[src/rtl/key_matrix_scan_pkg.sv]
// Shared encodings for the key matrix scanner: FSM states, special key codes,
// frame classification and auto-repeat timing.
package key_scan_pkg;

   localparam logic [1:0] S_IDLE = 2'd0;
   localparam logic [1:0] S_DEB  = 2'd1;
   localparam logic [1:0] S_HOLD = 2'd2;

   localparam logic [4:0] KEY_CLR = 5'd16;
   localparam logic [4:0] KEY_BS  = 5'd17;

   localparam int unsigned REP_FIRST = 32;
   localparam int unsigned REP_NEXT  = 8;
   localparam int unsigned REP_W     = 6;

   typedef enum logic [1:0] {
      FR_NONE   = 2'd0,
      FR_SINGLE = 2'd1,
      FR_MULTI  = 2'd2
   } frame_res_e;

   typedef struct packed {
      frame_res_e res;
      logic [4:0] code;
   } frame_t;

   // Effect of one accepted key on the hex entry word.
   function automatic logic [31:0] hexs_apply(input logic [31:0] h, input logic [4:0] code);
      logic [31:0] r;
      r = h;
      if (code < KEY_CLR) begin
         r = {h[27:0], code[3:0]};
      end else if (code == KEY_CLR) begin
         r = '0;
      end else if (code == KEY_BS) begin
         r = h >> 4;
      end
      return r;
   endfunction

endpackage

[src/rtl/key_matrix_scan_frame.sv]
// Row scanner: drives one row low per dwell period, samples the columns at the
// end of each dwell and classifies every complete 4-row frame.
module key_frame_scan
   import key_scan_pkg::*;
#(
   parameter int unsigned SCAN_DIV = 50000
) (
   input  logic       clk,
   input  logic       rst,
   input  logic [4:0] key_col_i,
   output logic [3:0] key_row_o,
   output logic       frame_done_c_o,
   output frame_t     frame_c_o
);

   localparam int unsigned   DW         = (SCAN_DIV > 2) ? $clog2(SCAN_DIV) : 1;
   localparam logic [DW-1:0] DWELL_LAST = DW'(SCAN_DIV - 1);

   logic [DW-1:0] dwell_q, dwell_d;
   logic [1:0]    row_sel_q, row_sel_d;
   logic [3:0]    key_row_q, key_row_d;
   logic [1:0]    acc_cnt_q, acc_cnt_d;
   logic [4:0]    acc_code_q, acc_code_d;

   logic          sample_c;
   logic          frame_end_c;
   logic [4:0]    pressed_c;
   logic [1:0]    row_cnt_c;
   logic [2:0]    row_col_c;
   logic [2:0]    sum_c;
   logic [1:0]    tot_cnt_c;
   logic [4:0]    tot_code_c;

   // Pressed-bit count (saturating at 2) and column of the current row sample.
   always_comb begin
      pressed_c = ~key_col_i;
      row_cnt_c = 2'd0;
      row_col_c = 3'd0;
      for (int i = 0; i < 5; i++) begin
         if (pressed_c[i]) begin
            if (row_cnt_c != 2'd2) row_cnt_c = row_cnt_c + 2'd1;
            row_col_c = 3'(i);
         end
      end
   end

   always_comb begin
      sample_c    = (dwell_q == DWELL_LAST);
      frame_end_c = sample_c && (row_sel_q == 2'd3);

      sum_c      = {1'b0, acc_cnt_q} + {1'b0, row_cnt_c};
      tot_cnt_c  = (sum_c >= 3'd2) ? 2'd2 : sum_c[1:0];
      tot_code_c = (acc_cnt_q == 2'd0) ? (5'(row_sel_q) * 5'd5 + 5'(row_col_c)) : acc_code_q;

      dwell_d    = sample_c ? '0 : dwell_q + DW'(1);
      row_sel_d  = sample_c ? row_sel_q + 2'd1 : row_sel_q;
      key_row_d  = ~(4'b0001 << row_sel_d);
      acc_cnt_d  = acc_cnt_q;
      acc_code_d = acc_code_q;
      if (frame_end_c) begin
         acc_cnt_d  = 2'd0;
         acc_code_d = 5'd0;
      end else if (sample_c) begin
         acc_cnt_d  = tot_cnt_c;
         acc_code_d = tot_code_c;
      end

      frame_done_c_o = frame_end_c;
      frame_c_o.code = tot_code_c;
      case (tot_cnt_c)
         2'd0:    frame_c_o.res = FR_NONE;
         2'd1:    frame_c_o.res = FR_SINGLE;
         default: frame_c_o.res = FR_MULTI;
      endcase
   end

   always_ff @(posedge clk) begin
      if (rst) begin
         dwell_q    <= '0;
         row_sel_q  <= 2'd0;
         key_row_q  <= 4'b1110;
         acc_cnt_q  <= 2'd0;
         acc_code_q <= 5'd0;
      end else begin
         dwell_q    <= dwell_d;
         row_sel_q  <= row_sel_d;
         key_row_q  <= key_row_d;
         acc_cnt_q  <= acc_cnt_d;
         acc_code_q <= acc_code_d;
      end
   end

   assign key_row_o = key_row_q;

endmodule

[src/rtl/key_matrix_scan.sv]
// 4x5 key matrix scanner with frame debounce, key events and hex entry word.
// Optional KEY_AUTOREPEAT_EN adds auto-repeat while a single key stays held.
module key_matrix_scan
   import key_scan_pkg::*;
#(
   parameter int unsigned SCAN_DIV = 50000,
   parameter int unsigned DEB_CNT  = 4
) (
   input  logic        clk,
   input  logic        rst,
   input  logic [4:0]  KEY_COL,
   output logic [3:0]  KEY_ROW,
   output logic        key_valid,
   output logic [4:0]  key_code,
   output logic        key_held,
   output logic [31:0] hexs
);

   localparam int unsigned   CW       = $clog2(DEB_CNT + 1);
   localparam logic [CW-1:0] DEB_LAST = CW'(DEB_CNT);

   logic        frame_done_c;
   frame_t      frame_c;

   logic [1:0]    state_q, state_d;
   logic [4:0]    cand_q, cand_d;
   logic [CW-1:0] deb_q, deb_d;
   logic [CW-1:0] rel_q, rel_d;
   logic          key_valid_q, key_valid_d;
   logic [4:0]    key_code_q, key_code_d;
   logic          key_held_q, key_held_d;
   logic [31:0]   hexs_q, hexs_d;
   logic          accept_c;
   logic          single_c;
`ifdef KEY_AUTOREPEAT_EN
   logic [REP_W-1:0] rep_q, rep_d, rep_nx_c;
   assign rep_nx_c = rep_q + REP_W'(1);
`endif

   key_frame_scan #(
      .SCAN_DIV (SCAN_DIV)
   ) u_frame (
      .clk            (clk),
      .rst            (rst),
      .key_col_i      (KEY_COL),
      .key_row_o      (KEY_ROW),
      .frame_done_c_o (frame_done_c),
      .frame_c_o      (frame_c)
   );

   // Debounce / hold FSM, stepped once per completed frame.
   always_comb begin
      state_d     = state_q;
      cand_d      = cand_q;
      deb_d       = deb_q;
      rel_d       = rel_q;
      key_valid_d = 1'b0;
      key_code_d  = key_code_q;
      hexs_d      = hexs_q;
      accept_c    = 1'b0;
      single_c    = (frame_c.res == FR_SINGLE);
`ifdef KEY_AUTOREPEAT_EN
      rep_d       = rep_q;
`endif

      if (frame_done_c) begin
         case (state_q)
            S_IDLE: begin
               if (single_c) begin
                  cand_d = frame_c.code;
                  if (DEB_CNT == 1) begin
                     accept_c = 1'b1;
                     state_d  = S_HOLD;
                     rel_d    = '0;
                  end else begin
                     deb_d   = CW'(1);
                     state_d = S_DEB;
                  end
               end
            end
            S_DEB: begin
               if (!single_c) begin
                  state_d = S_IDLE;
                  deb_d   = '0;
               end else if (frame_c.code != cand_q) begin
                  cand_d = frame_c.code;
                  deb_d  = CW'(1);
               end else if (deb_q + CW'(1) == DEB_LAST) begin
                  accept_c = 1'b1;
                  state_d  = S_HOLD;
                  deb_d    = '0;
                  rel_d    = '0;
               end else begin
                  deb_d = deb_q + CW'(1);
               end
            end
            S_HOLD: begin
               if (frame_c.res == FR_NONE) begin
                  if (rel_q + CW'(1) == DEB_LAST) begin
                     state_d = S_IDLE;
                     rel_d   = '0;
                  end else begin
                     rel_d = rel_q + CW'(1);
                  end
               end else begin
                  rel_d = '0;
               end
`ifdef KEY_AUTOREPEAT_EN
               // After the first repeat the counter rewinds so later ones come every REP_NEXT frames.
               if (single_c && (frame_c.code == cand_q)) begin
                  if (rep_nx_c == REP_W'(REP_FIRST)) begin
                     accept_c = 1'b1;
                     rep_d    = REP_W'(REP_FIRST - REP_NEXT);
                  end else begin
                     rep_d = rep_nx_c;
                  end
               end else begin
                  rep_d = '0;
               end
`endif
            end
            default: state_d = S_IDLE;
         endcase
`ifdef KEY_AUTOREPEAT_EN
         if (state_q != S_HOLD) rep_d = '0;
`endif
      end

      if (accept_c) begin
         key_valid_d = 1'b1;
         key_code_d  = cand_d;
         hexs_d      = hexs_apply(hexs_q, cand_d);
      end
      key_held_d = (state_d == S_HOLD);
   end

   always_ff @(posedge clk) begin
      if (rst) begin
         state_q     <= S_IDLE;
         cand_q      <= 5'd0;
         deb_q       <= '0;
         rel_q       <= '0;
         key_valid_q <= 1'b0;
         key_code_q  <= 5'd0;
         key_held_q  <= 1'b0;
         hexs_q      <= 32'd0;
`ifdef KEY_AUTOREPEAT_EN
         rep_q       <= '0;
`endif
      end else begin
         state_q     <= state_d;
         cand_q      <= cand_d;
         deb_q       <= deb_d;
         rel_q       <= rel_d;
         key_valid_q <= key_valid_d;
         key_code_q  <= key_code_d;
         key_held_q  <= key_held_d;
         hexs_q      <= hexs_d;
`ifdef KEY_AUTOREPEAT_EN
         rep_q       <= rep_d;
`endif
      end
   end

   assign key_valid = key_valid_q;
   assign key_code  = key_code_q;
   assign key_held  = key_held_q;
   assign hexs      = hexs_q;

endmodule
[config.mk]
export PLATFORM = sky130hd
export DESIGN_NAME = key_matrix_scan
export DESIGN_NICKNAME = d
export VERILOG_FILES = /design/src/rtl/key_matrix_scan_pkg.sv /design/src/rtl/key_matrix_scan_frame.sv /design/src/rtl/key_matrix_scan.sv
export SDC_FILE = /design/constraint.sdc
export NUM_CORES = 1
export LEC_CHECK = 0
export ABC_AREA = 0
export CELL_PAD_IN_SITES_DETAIL_PLACEMENT = 1
export CELL_PAD_IN_SITES_GLOBAL_PLACEMENT = 1
export CORE_MARGIN = 4
export CORE_UTILIZATION = 38
export CTS_CLUSTER_DIAMETER = 150
export DETAILED_ROUTE_END_ITERATION = 8
export PLACE_DENSITY = 0.76
export SYNTH_ARGS = -nofsm -noshare
export SYNTH_HDL_FRONTEND = slang
export SYNTH_SLANG_ARGS = --single-unit
[constraint.sdc]
create_clock -name clk -period 4.5 [get_ports clk]
set_input_delay 0.45 -clock clk [delete_from_list [all_inputs] [get_ports clk]]
set_output_delay 0.45 -clock clk [all_outputs]
set_load 0.02 [all_outputs]
---- Word-level counts from Yosys, hierarchy flattened ----
Index checks and enable logic that the tools add are counted.
operators by class
  $add $sub $neg .......................... 10
  multiply operators ...................... 1
  divide/modulo/power cells ............... 0
  $lt $le $gt $ge ......................... 2
  equal/unequal tests ..................... 20
  shift operators ......................... 1
  mux-type cells .......................... 50
  bitwise gates (word level) .............. 2
  reduce and logical (&&, ||, !) cells .... 13
operators with widths
  operator               count
  $mux 32                3
  $mux 2                 19
  $mux 3                 10
  $mux 5                 5
  $add 16x1->16 const B  1
  $eq 16x16->1 const B   1
  $ne 2x2->1 const B     7
  $pmux 3 s2             2
  $eq 5x5->1 const B     2
  $pmux 5 s2             1
  $add 2x1->2 const B    4
  $logic_not 2->1        4
  $mux 1                 8
  $add 3x1->3 const B    2
  $eq 2x1->1 const B     3
  $eq 2x2->1 const B     3
  $eq 3x3->1 const B     2
  $pmux 2 s3             1
  $add 5x3->5            1
  $lt 5x5->1 const B     1
  $mul 2x3->5 const B    1
  $ne 5x5->1             1
  $not 5->5              1
  $reduce_and 5->1       1
  other kinds (13)       15
storage, ports and cells
  register bits after elaboration ......... 81
  bits in latches ......................... 0
  memory bits (writable) .................. 0
  memory bits (read-only) ................. 0
  bits of input ports ..................... 7
  output and inout port bits .............. 43
  word-level logic and storage cells ...... 112
  memories ................................ 0

---- Longest topological paths before layout ----
  word-level depth ........................ 27
  gate-level depth with buffers ........... 21
  depth with buffers taken out ............ 19

---- Cells and area by module ----
A second synthesis with hierarchy kept.
unflattened totals
  cell total of the unflattened synthesis .. 493
  area, all modules ....................... 4436.8 um^2
modules (own cells, without submodules)
  module           instances  cells an instance  area each (um^2)  seq. area each (um^2)
  key_matrix_scan  1          300                2775.2            1041.0
  key_frame_scan   1          193                1661.6            580.6

---- Least setup slack after synthesis ----
Ideal clock, no wire load.
  path type ............................... input-to-reg
  start ................................... input port KEY_COL[0]
  end ..................................... register hexs_q[10], in the netlist hexs[10]
  setup time .............................. 118 ps
  arrival time ............................ 4330 ps
  required time ........................... 4382 ps
  slack ................................... 52 ps
  stages on the path ...................... 21
  path buffers ............................ 2
  cell sequence ........................... inv_1 ha_1 mux2i_1 ha_1 inv_1 mux2_2 ha_1 nand2_1 o21ai_0 ha_1 inv_1 fa_1 nand3_1 nor3_4 mux2_2 or4b_1 nor4_4 nor2b_1 buf_2 buf_4 a21oi_1
on the way
  cells in the longest elaborated chain, start to end .. 26
  elaborated cells between the ends (all ways) .. 39
  classes of those cells .................. add/sub: 5; order compare: 2; eq/ne: 8; mux: 20; bitwise: 1; reduce/logical: 3
RTL lines
  what                                                           RTL line                                      text
  from (decl)                                                    key_matrix_scan.sv:11                         input logic [4:0] KEY_COL,
  $not 5->5 (*)                                                  key_matrix_scan_frame.sv:36                   pressed_c = ~key_col_i;
  $mux 1 (*)                                                     key_matrix_scan_frame.sv:40                   if (pressed_c[i]) begin
  $add 1x1->2 / $ne 1x2->1 (equally long branches)               key_matrix_scan_frame.sv:41                   if (row_cnt_c != 2'd2) row_cnt_c = row_cnt_c + 2'd1;
  $mux 2                                                         key_matrix_scan_frame.sv:41
  $mux 2 (*)                                                     key_matrix_scan_frame.sv:40
  $add 2x1->2 / $ne 2x2->1 (equally long branches)               key_matrix_scan_frame.sv:41
  $mux 2                                                         key_matrix_scan_frame.sv:41
  $mux 2 (*)                                                     key_matrix_scan_frame.sv:40
  [10 not listed]                                                --
  $pmux 2 s2 (*)                                                 key_matrix_scan_frame.sv:70                   case (tot_cnt_c)
  $eq 2x1->1 (*)                                                 key_matrix_scan.sv:61                         single_c = (frame_c.res == FR_SINGLE);
  $mux 5, on equally long branches                               key_matrix_scan.sv:82, key_matrix_scan.sv:69
  $pmux 5 s2                                                     key_matrix_scan.sv:67                         case (state_q)
  $mux 5                                                         key_matrix_scan.sv:66                         if (frame_done_c) begin
  $lt 5x5->1, or another cell as far along                       key_matrix_scan_pkg.sv:31                     if (code < KEY_CLR) begin
  $reduce_bool 3->1 (no line) / $mux 32 (equally long branches)  --
  $reduce_and 2->1 (no line) / $mux 32 (equally long branches)   --
  to (signal assigned)                                           key_matrix_scan.sv:158                        hexs_q <= hexs_d;
  to (decl)                                                      key_matrix_scan.sv:32                         logic [31:0] hexs_q, hexs_d;
Mark *: on every way between the ends. The rest lies on a longest branch, timed or not.
A chain may end at the register's enable or synchronous reset.

---- Worst setup path after layout ----
  start ................................... input port KEY_COL[0]
  end ..................................... register hexs_q[23], in the netlist hexs[23]
The elaborated chain is that of the path after synthesis.

==> flow_summary.json <==
{
  "worst_pin_slew_ps": 736,
  "overflow": 0,
  "netlist_area_sq_um": 4460,
  "synthFlopType": "dfxtp_1",
  "fill_cells": 1323,
  "die_area_sq_um": 13500,
  "drc": 0,
  "synth-compound-area-share_pct": 17.5,
  "drt_iter0_drc": 312,
  "layout-drive-gt1-share_pct": 16.9,
  "p_leak_uw": 0.00221,
  "synthArstFlopShare_pct": 0,
  "yosys.area_share.simple_pct": 24.9,
  "gp_congestion": 0.875,
  "grt_pass1_vias": 4507,
  "cp_num_buf_inv": 7,
  "dpl.hpwl_um": 9600,
  "cts_tree": "built",
  "via_per_inst": 5.49,
  "clk_pin_slew_ps": 60,
  "synth.area.mux_share_pct": 8.36,
  "hold_path.class": "flop to flop",
  "diodes": 0,
  "post_dp_cell_area_sq_um": 5410,
  "cts_hold_buf": 0,
  "endpoint_kind": "flop",
  "min_period_ps": 4290,
  "status": "completed",
  "crit_path_cell_trace": "clkdlybuf4s15_2 > buf_4 > ha_1 > inv_1 > mux2i_2 > ha_1 > inv_1 > mux2_4 > ha_4 > o21ai_2 > fa_1 > nand3_2 > nor3_4 > mux2_4 > or4b_4 > nor4_4 > buf_4 > buf_8 > buf_8 > a21oi_1 > a21oi_1",
  "synth_top_family_by_area": "simple AND/OR/NAND/NOR gates",
  "syn_inst": 528,
  "core_sq_um": 11500,
  "layout_common_cells": "dfxtp_1, a21oi_1, nor2_1",
  "cts.sinks": 81,
  "dp.cells": 735,
  "peakVddDrop_uv": 166,
  "ys_ff_latch": 81,
  "area_growth_pct": 32.7,
  "clockBufferDepth": 2,
  "layout.area.seq_sq_um": 1620,
  "slew_viol_final": 0,
  "initial_core_util_pct": 38.9,
  "synth_area_leader_cell": "dfxtp_1",
  "finalWirelength_um": 13600,
  "die_x_um": 116,
  "grt_max_degree": 40,
  "crit_required_ps": 4770,
  "cp_slowest_cell": "fa_1",
  "synth_warnings": 0,
  "syn_nets": 555,
  "cp_max_fo": 7,
  "clk_latency_ps": 340,
  "yosys.area_share.xor_xnor_pct": 3.14,
  "fp.dieH_um": 116,
  "final_area_sq_um": 5920,
  "fin_skew_ps": 9.50,
  "cts_root_buffer": "clkbuf_16",
  "grt_pass1_wl_um": 22700,
  "synthAdderAreaFrac_pct": 5.95,
  "setup_viol": 0,
  "io_buffers": 49,
  "finalHoldViolCount": 0,
  "netlist_top_cells_area": "dfxtp_1, a21oi_1, mux2i_1",
  "cts_buffers": 9,
  "first_pass_iters": 4,
  "mostFrequentLayoutCell": "dfxtp_1",
  "pin_count": 50,
  "multi_input_area_sq_um": 2780,
  "ys_types": 62,
  "num_vias": 4163,
  "rows": 39,
  "slowest_delay_ps": 580,
  "powerDensity_nw_per_um2": 269,
  "maxCapViolCount": 0,
  "cp-start-kind": "primary input",
  "nNetsFinal": 638,
  "instances_no_fill": 758,
  "crit_type": "primary input to flop",
  "wl_per_cell_um": 17.9,
  "synth_area_per_cell_sq_um": 8.45,
  "synth-edff-count": 0,
  "detail-route-antenna-nets": 0,
  "synth_top_area_share_pct": 36.4,
  "setup_tns_ps": 0,
  "ys_seq_area_share_pct": 36.4,
  "cts_max_level": 3,
  "cpLargestDelayFamily": "adder cells",
  "timing.fmax_mhz": 233,
  "grt_usage_pct": 21.1,
  "antenna_found_initial": 0,
  "critPathArrivalTime_ps": 4560,
  "maxSlewHeadroom_pct": 50.8,
  "period_share_pct": 95.2
}
## repair_timing
action | 4_1_cts | 5_1_grt
endpoints found under the setup margin | 32 | 32
pin swaps | 8 | 7
gates resized for setup | 31 | 9
buffers inserted | 5 | 1
gates cloned | 2 | 0
## logic make-up (layout without fill, tap and decap cells)
group                      count (synthesis)  in the layout
xor gates and xnor gates                  16             16
and+or+nand+nor                          205            205
buffers and inverters                     41            128
AOI/OAI and AO/OA                        128            128
muxes                                     37             37
adders and majority gates                 20             20
DFF                                       81             81
## layout make-up
type / count / share of cell area, %
well taps: 143 / 3.02
clock inverters: 4 / 0.867
clock buffers: 11 / 4.27
repair buffers: 99 / 16.6
inverters: 14 / 0.888
multi-input cells: 406 / 46.9
flip-flops and latches: 81 / 27.4
## power breakdown
group	leakage, uW	switching, uW	internal [uW]
Combinational	0.00141	59.6	52.6
Clock	0.000148	300	458
Sequential	0.000653	1.91	719
## registers in the layout (all words and copies together), names as in the netlist
name,flops
state_q,2
u_frame.acc_code_q,5
u_frame.key_row_o,4
deb_q,3
u_frame.row_sel_q,2
cand_q,5
u_frame.dwell_q,16
key_valid,1
rel_q,3
u_frame.acc_cnt_q,2
key_code,5
hexs,32
key_held,1
## metrics by stage
stage | util, % | setup slack [ps] | hold slack, ps | power, uW
after CTS | 51.2 | 6.49 | 455 | 1600
after floorplan | - | 52.4 | 418 | 787
after detailed placement | 47.1 | -639 | 443 | 827
after global placement | 47.1 | -434 | 427 | 823
after global routing | 51.6 | -6.94 | 482 | 1650
final | 51.6 | 214 | 447 | 1590
## worst paths after layout
| path | start | end | slack (ps) | cells past startpoint |
|---|---|---|---|---|
| max | KEY_COL[0] | hexs[23]$_SDFFE_PP0P_ | 210 | 21 |
| min | u_frame.dwell_q[0]$_SDFF_PP0_ | u_frame.dwell_q[0]$_SDFF_PP0_ | 450 | 1 |
| max reg2reg | u_frame.row_sel_q[1]$_SDFF_PP0_ | hexs[23]$_SDFFE_PP0P_ | 790 | 15 |
| min reg2reg | u_frame.dwell_q[0]$_SDFF_PP0_ | u_frame.dwell_q[0]$_SDFF_PP0_ | 450 | 1 |
## per-layer routing
layer / up-vias / part of all wire (%) / global-route usage (%)
met3: 10 / 3.3 / 3.83
met4: 0 / 1.1 / 5.80
met2: 60 / 49 / 35.1
li1: 2048 / - / -
met1: 2045 / 47 / 28.3
met5: - / 0 / 0
## cells in the mapped netlist, types with 7 or more instances
| master | count |
|---|---|
| dfxtp_1 | 81 |
| a21oi_1 | 73 |
| nor2_1 | 53 |
| nand2_1 | 47 |
| mux2i_1 | 35 |
| nand2b_1 | 34 |
| ha_1 | 18 |
| clkbuf_1 | 16 |
| o21ai_0 | 15 |
| inv_1 | 14 |
| nor3_1 | 13 |
| xor2_1 | 11 |
| nand3_1 | 9 |
| nand4_1 | 7 |
| or3_1 | 7 |
Power figures use the tool's default switching activity.
